--- config.mk ---
export PLATFORM = sky130hd
export DESIGN_NAME = axis_pkt_fifo
export DESIGN_NICKNAME = d
export VERILOG_FILES = /design/src/rtl/axis_pkt_fifo.sv
export SDC_FILE = /design/constraint.sdc
export NUM_CORES = 1
export LEC_CHECK = 0
export BUFFER_PORTS_ARGS = -buffer_cell sky130_fd_sc_hd__buf_2
export CORE_MARGIN = 4
export CORE_UTILIZATION = 35
export DETAILED_ROUTE_END_ITERATION = 12
export SLEW_MARGIN = 5
export SYNTH_ARGS = -nofsm -noshare
export SYNTH_HDL_FRONTEND = slang
export SYNTH_SLANG_ARGS = --single-unit
--- constraint.sdc ---
create_clock -name clk_i -period 3.75 [get_ports clk_i]
set_input_delay 0.1875 -clock clk_i [delete_from_list [all_inputs] [get_ports clk_i]]
set_output_delay 0.1875 -clock clk_i [all_outputs]
set_load 0.1 [all_outputs]
--- src/rtl/axis_pkt_fifo.sv ---
// Purpose: single-clock AXI-Stream FIFO with optional store-and-forward packet mode and drop accounting.
// Latency: cut-through word visible one edge after it is written; packet mode one edge after its tlast is written.
// Backpressure: s_axis_in_tready = !full; words arriving while full are dropped, counted and flagged.
//
// Ports:
//   clk_i, reset_ni          single clock, synchronous active-low reset
//   s_axis_in_*              write side; tready/tfull/talmost_full are status from registered pointers
//   m_axis_out_*             registered first-word-fall-through read side; tlevel/tempty status
//   overflow_o               sticky flag, set by any dropped word
//   drop_count_o             saturating count of dropped words
module axis_pkt_fifo #(
  parameter int DATA_WIDTH        = 16,
  parameter int USER_WIDTH        = 1,
  parameter int FIFO_LEN          = 16,
  parameter int PACKET_MODE       = 0,
  parameter int ALMOST_FULL_LEVEL = FIFO_LEN - 2
) (
  input  logic                      clk_i,
  input  logic                      reset_ni,
  input  logic [DATA_WIDTH-1:0]     s_axis_in_tdata,
  input  logic [USER_WIDTH-1:0]     s_axis_in_tuser,
  input  logic                      s_axis_in_tlast,
  input  logic                      s_axis_in_tvalid,
  output logic                      s_axis_in_tready,
  output logic                      s_axis_in_tfull,
  output logic                      s_axis_in_talmost_full,
  input  logic                      m_axis_out_tready,
  output logic [DATA_WIDTH-1:0]     m_axis_out_tdata,
  output logic [USER_WIDTH-1:0]     m_axis_out_tuser,
  output logic                      m_axis_out_tlast,
  output logic                      m_axis_out_tvalid,
  output logic [$clog2(FIFO_LEN):0] m_axis_out_tlevel,
  output logic                      m_axis_out_tempty,
  output logic                      overflow_o,
  output logic [15:0]               drop_count_o
);

  localparam int PTR_WIDTH = $clog2(FIFO_LEN);

  typedef logic [PTR_WIDTH:0] ptr_t;

  typedef struct packed {
    logic                  last;
    logic [USER_WIDTH-1:0] user;
    logic [DATA_WIDTH-1:0] data;
  } entry_t;

  typedef enum logic {ACCEPT, DISCARD} state_t;

  localparam ptr_t FULL_LEVEL = ptr_t'(FIFO_LEN);
  localparam ptr_t AF_LEVEL   = ptr_t'(ALMOST_FULL_LEVEL);

  entry_t      mem [FIFO_LEN];
  entry_t      wr_entry;
  entry_t      rd_entry;

  ptr_t        wr_ptr;
  ptr_t        rd_ptr;
  ptr_t        commit_ptr;
  ptr_t        wr_ptr_d;
  ptr_t        commit_ptr_d;
  ptr_t        level;
  ptr_t        pending;
  state_t      state;
  state_t      state_d;

  logic        full;
  logic        readable;
  logic        load;
  logic        wr_en;
  logic [16:0] drop_inc;
  logic [16:0] drop_sum;

  // Status is derived from registered pointers only, never from this cycle's inputs.
  assign level    = wr_ptr - rd_ptr;
  assign full     = (level == FULL_LEVEL);
  assign pending  = wr_ptr - commit_ptr;
  // commit_ptr equals wr_ptr in cut-through mode, so one test covers both modes.
  assign readable = (rd_ptr != commit_ptr);
  assign load     = readable && (!m_axis_out_tvalid || m_axis_out_tready);

  assign s_axis_in_tready       = !full;
  assign s_axis_in_tfull        = full;
  assign s_axis_in_talmost_full = (level >= AF_LEVEL);
  assign m_axis_out_tlevel      = level;
  assign m_axis_out_tempty      = (level == '0) && !m_axis_out_tvalid;

  assign wr_entry = '{last: s_axis_in_tlast, user: s_axis_in_tuser, data: s_axis_in_tdata};
  assign rd_entry = mem[rd_ptr[PTR_WIDTH-1:0]];
  assign drop_sum = {1'b0, drop_count_o} + drop_inc;

  // Write-side decisions and the packet-mode ACCEPT/DISCARD machine.
  always_comb begin
    wr_en        = 1'b0;
    wr_ptr_d     = wr_ptr;
    commit_ptr_d = commit_ptr;
    state_d      = state;
    drop_inc     = '0;
    if (s_axis_in_tvalid) begin
      if (PACKET_MODE != 0 && state == DISCARD) begin
        // Tail of a packet that already lost words: drop everything up to its tlast.
        drop_inc = 17'd1;
        if (s_axis_in_tlast) state_d = ACCEPT;
      end else if (full) begin
        if (PACKET_MODE != 0) begin
          // Rewind the partial packet; its stored words count as dropped too.
          drop_inc = 17'(pending) + 17'd1;
          wr_ptr_d = commit_ptr;
          if (!s_axis_in_tlast) state_d = DISCARD;
        end else begin
          drop_inc = 17'd1;
        end
      end else begin
        wr_en    = 1'b1;
        wr_ptr_d = wr_ptr + ptr_t'(1);
        if (PACKET_MODE == 0 || s_axis_in_tlast) commit_ptr_d = wr_ptr + ptr_t'(1);
      end
    end
  end

  // Storage is not reset; only pointers decide what is valid.
  always_ff @(posedge clk_i) begin
    if (wr_en) mem[wr_ptr[PTR_WIDTH-1:0]] <= wr_entry;
  end

  always_ff @(posedge clk_i) begin
    if (!reset_ni) begin
      wr_ptr            <= '0;
      rd_ptr            <= '0;
      commit_ptr        <= '0;
      state             <= ACCEPT;
      overflow_o        <= 1'b0;
      drop_count_o      <= '0;
      m_axis_out_tvalid <= 1'b0;
      m_axis_out_tdata  <= '0;
      m_axis_out_tuser  <= '0;
      m_axis_out_tlast  <= 1'b0;
    end else begin
      wr_ptr     <= wr_ptr_d;
      commit_ptr <= commit_ptr_d;
      state      <= state_d;
      if (drop_inc != '0) begin
        overflow_o   <= 1'b1;
        drop_count_o <= drop_sum[16] ? 16'hFFFF : drop_sum[15:0];
      end
      if (load) begin
        rd_ptr            <= rd_ptr + ptr_t'(1);
        m_axis_out_tvalid <= 1'b1;
        m_axis_out_tdata  <= rd_entry.data;
        m_axis_out_tuser  <= rd_entry.user;
        m_axis_out_tlast  <= rd_entry.last;
      end else if (m_axis_out_tready) begin
        m_axis_out_tvalid <= 1'b0;
      end
    end
  end

endmodule

Word level (Yosys, flattened, before mapping)
Memories as Yosys holds them, arrays and structs flattened. A register that Yosys moved wholly into a read port is not among the register bits.
Index checks and enable logic that the tools add are counted.
{"block": "totals", "ram_bits": 288, "n_memories": 1, "reg_bits": 28, "elab_cells": 33, "in_bits": 22}
{"memory": "mem", "depth": 16, "word_bits": 18, "read_ports": 1, "rd_ports_with_merged_regs": 1, "wr": 1, "line": "53", "rtl": "entry_t mem [FIFO_LEN];"}
{"block": "classes", "n_bitwise": 1, "n_addsub": 4, "n_mux": 9, "reduce_logical": 10, "n_eq_ne": 2, "n_lt_le_gt_ge": 1}
{"operator": "$add 16x17->17", "n": 1}
{"operator": "$reduce_bool 17->1", "n": 1}
{"operator": "$mux 16", "n": 1}
{"operator": "$add 5x1->5 const B", "n": 2}
{"operator": "$mux 1", "n": 8}
{"operator": "$eq 5x5->1 const B", "n": 1}
{"operator": "$ge 5x4->1 const B", "n": 1}
{"operator": "$logic_not 5->1", "n": 1}
{"operator": "$ne 5x5->1", "n": 1}
{"operator": "$sub 5x5->5", "n": 1}
{"operator": "$logic_not 1->1", "n": 3}
{"operator": "$logic_and 1x1->1", "n": 2}
{"operator": "$reduce_and 2->1", "n": 1}
{"operator": "$reduce_bool 2->1", "n": 1}
{"operator": "$logic_or 1x1->1", "n": 1}
{"operator": "$not 1->1", "n": 1}

Logic depth before layout (Yosys ltp)
{"block": "logic_depth", "word_depth": 6, "depth_mapped": 14, "ltp_nobuf": 13}

Least setup slack after synthesis
Ideal clock, no wire load.
{"block": "synth_path", "kind": "register to output", "start": "reg, netlist name commit_ptr[0]", "end": "out s_axis_in_talmost_full", "setup_slack_ns": -1.520, "path_buffers": 0, "path_stages_with_launch": 7, "t_arrival_ns": 5.082, "path_cell_list": "dfxtp_1 -> inv_1 -> ha_1 -> fa_1 -> xnor2_1 -> nand2_1 -> o21ai_0"}
{"item": "end, declared", "line": "26", "rtl": "output logic s_axis_in_talmost_full,"}

==> flow_summary.yaml <==
worst_setup_path:
  critPathArrivalTime_ps: 4000
  cp_max_fo: 5
  endpoint_kind: "register"
  critical_path_class: "register to register"
  critical_path.top_delay_family: "simple AND/OR/NAND/NOR gates"
  crit_path_max_incr_delay_ps: 400
  worst-endpoint-required_ps: 4170
  crit_path_cell_trace: "inv_2 -> ha_4 -> fa_2 -> xnor2_4 -> nor4_4 -> mux2i_4 -> nor3_4 -> ha_2 -> and4_1 -> nand2_2 -> or3_4 -> or4_1 -> a221oi_1"
  cp.buffers_inverters: 1
  worst_path_max_delay_cell: "sky130_fd_sc_hd__fa_2"
  type_of_origin_of_the_critical_path: "register"
route:
  dr.pass1.iters: 4
  detailroute.via_count: 7332
  routedWlPerCell_um: 21.83
  routed_via_density: 5.189
  detail-route-antenna-nets: 0
  detail_route.drc_violations: 0
  drt-initial-drc-count: 539
  totalWireLength_mm: 30.85
synthesis:
  ys_ff_latch: 334
  ys_top_cells_by_area: "sky130_fd_sc_hd__edfxtp_1, sky130_fd_sc_hd__mux4_2, sky130_fd_sc_hd__dfxtp_1"
  synth-main-ff-cell: "sky130_fd_sc_hd__edfxtp_1"
  synth.top_cell.area_share_pct: 65.25
  async_flop_share_pct: 0
  netlist_area_um2: 13250
  net_count_of_the_mapped_netlist: 794
  synth_edf_count: 288
  post_synth_num_cell_types: 47
  portion_of_the_post_synthesis_area_used_by_sequential_elements_pct: 72.20
  post_synth_inst_count: 760
  synth_area_per_cell_um2: 17.44
  synthDominantAreaCellType: "sky130_fd_sc_hd__edfxtp_1"
  yosys_warnings: 0
global_routing:
  globalRoute.totalOverflow: 0
  first_global_vias: 7427
  grt_pass1_wl_mm: 46.69
  grt_start_max_net_pins: 50
  grt_usage_pct: 14.91
  antenna_found_initial: 1
die:
  die_h_um: 202.6
  die_width_um: 202.6
  total_die_area_um2: 41050
  io_pins: 67
  fp-row-count: 71
  core_um2: 37490
  start_util_pct: 35.35
placement:
  dp_hpwl_mm: 18.02
  globalplace.congestion: 0.8418
  placement.io_buffers: 66
  pre_cts_slack_ps: 76.57
timing:
  finalWorstPathRequiredPeriod_ps: 3573
  timing.final.crit_share_pct: 95.27
  grt_setup_unrepaired: "no"
  timing_max_transition_violations_final: 0
  finalSetupViolCount: 0
  max_freq_ghz: 0.2799
  setup_slack_ps: 177.4
  slew-limit-headroom_pct: 39.67
  final.setup.tns_ps: 0
  finalHoldViolCount: 0
  tightestPinTransition_ps: 905.0
  fin_worst_skew_ps: 21.59
clock_tree:
  cts_inserted_buffers: 37
  holdBufCountCts: 0
  cts.repair_timing.setup_buffer_count: 0
  tritoncts_clock_tree: "built"
  insertion_delay_ps: 530
  cts-htree-levels: 2
  clk_path_buf_depth: 3
  clkTransAtPathRegs_ps: 60
  ctsRootBufferMaster: "sky130_fd_sc_hd__clkbuf_16"
  cts_num_sinks: 334
cells_and_area:
  final_core_util_pct: 42.01
  drive_above_1_share_pct: 28.86
  final_common_cell: "sky130_fd_sc_hd__edfxtp_1"
  layout.cells.most_common_list: "sky130_fd_sc_hd__edfxtp_1, sky130_fd_sc_hd__nand2_1, sky130_fd_sc_hd__mux4_2"
  syn2layout_area_growth_pct: 18.81
  final_nets: 907
  filler_cell_count: 3418
status:
  status: "complete, no violations"
power:
  peak_vdd_ir_mv: 0.3810
  post-layout-total-power_uw: 11230
  total_leakage_power_uw: 0.005269
  pwr_density_cell_nw_per_um2: 712.9
min_path:
  hold_class: "input port to register"
flow_run:
  cap_violations: 0
per-stage QoR:
| step | cell area [um2] | hold slack [ps] | cells |
|---|---|---|---|
| detailed placement | 14590 | 464.9 | 1345 |
| CTS | 15740 | 14.74 | 1412 |
| floorplan | 13350 | 286.4 | 760 |
| finish | 15750 | 33.61 | 1413 |
| global route | 15750 | 30.59 | 1413 |
| global placement | 14590 | 454.5 | 1345 |
sequential cells by signal, summed over array words and instances, names as in the netlist:
signal,cells
rd_ptr,5
m_axis_out_tdata,16
drop_count_o,16
m_axis_out_tvalid,1
mem,288
overflow_o,1
commit_ptr,5
m_axis_out_tuser,1
m_axis_out_tlast,1
worst min-delay path: cells and delay by family:
family / cells / cell delay (ps)
AND/OR/NAND/NOR: 1 / 140
AO/OA/AOI/OAI: 1 / 90
buffers and inverters: 1 / 70
synth_stat cells, drive strengths merged (4+ instances only):
| cell | number |
|---|---|
| a21oi | 8 |
| a221oi | 4 |
| a311oi | 6 |
| a31oi | 5 |
| a32o | 18 |
| and2 | 8 |
| and3 | 9 |
| and4 | 11 |
| buf | 18 |
| clkbuf | 22 |
| dfxtp | 46 |
| edfxtp | 288 |
| ha | 11 |
| inv | 17 |
| mux2i | 8 |
| mux4 | 72 |
| nand2 | 97 |
| nand2b | 6 |
| nand3 | 40 |
| nand4 | 10 |
| nor2 | 15 |
| nor3 | 8 |
| xnor2 | 6 |
final cells by class:
class / instances / area [um2] / share of cell area (%)
flip-flops and latches: 334 / 9579 / 60.83
multi-input cells: 369 / 3561 / 22.61
clock buffers: 53 / 1016 / 6.452
repair buffers: 114 / 748.2 / 4.751
well taps: 511 / 639.4 / 4.060
clock inverters: 14 / 133.9 / 0.8501
inverters: 17 / 67.56 / 0.4290
diodes: 1 / 2.502 / 0.01589
path summary, 6_finish.rpt:
path | cells after the start | slack, ps | from | endpoint
max | 13 | 180 | commit_ptr[0] | drop_count_o[12]
min reg2reg | 1 | 480 | m_axis_out_tdata[14] | m_axis_out_tdata[14]
max reg2reg | 13 | 180 | commit_ptr[0] | drop_count_o[12]
min | 3 | 30 | m_axis_out_tready | m_axis_out_tvalid
logic make-up after synthesis:
kind of cell / synth area share, %
multiplexers: 12.95
adder cells (fa/ha/maj): 1.189
flip-flops: 72.20
AO/OA/AOI/OAI: 3.606
buffers and inverters: 1.718
AND/OR/NAND/NOR: 7.807
XOR/XNOR: 0.5287
where the power goes:
part	total [uW]	internal (uW)	switching, uW
Combinational	3500	1190	2310
Sequential	4330	4240	88.7
Clock	3400	1970	1420
Total	11200	7400	3830
what timing repair did:
action,CTS,global route
gates resized for setup,0,1
setup endpoints to repair,0,1
hold endpoints to repair,0,0
layer usage:
metal | vias up | routed length (um) | track usage, %
met5 | - | 0 | 0
li1 | 3274 | - | -
met2 | 214 | 14430 | 24.06
met3 | 58 | 1761 | 2.556
met1 | 3786 | 13880 | 21.14
met4 | 0 | 778 | 4.098
Note: power is estimated with default switching activity, not from simulation.
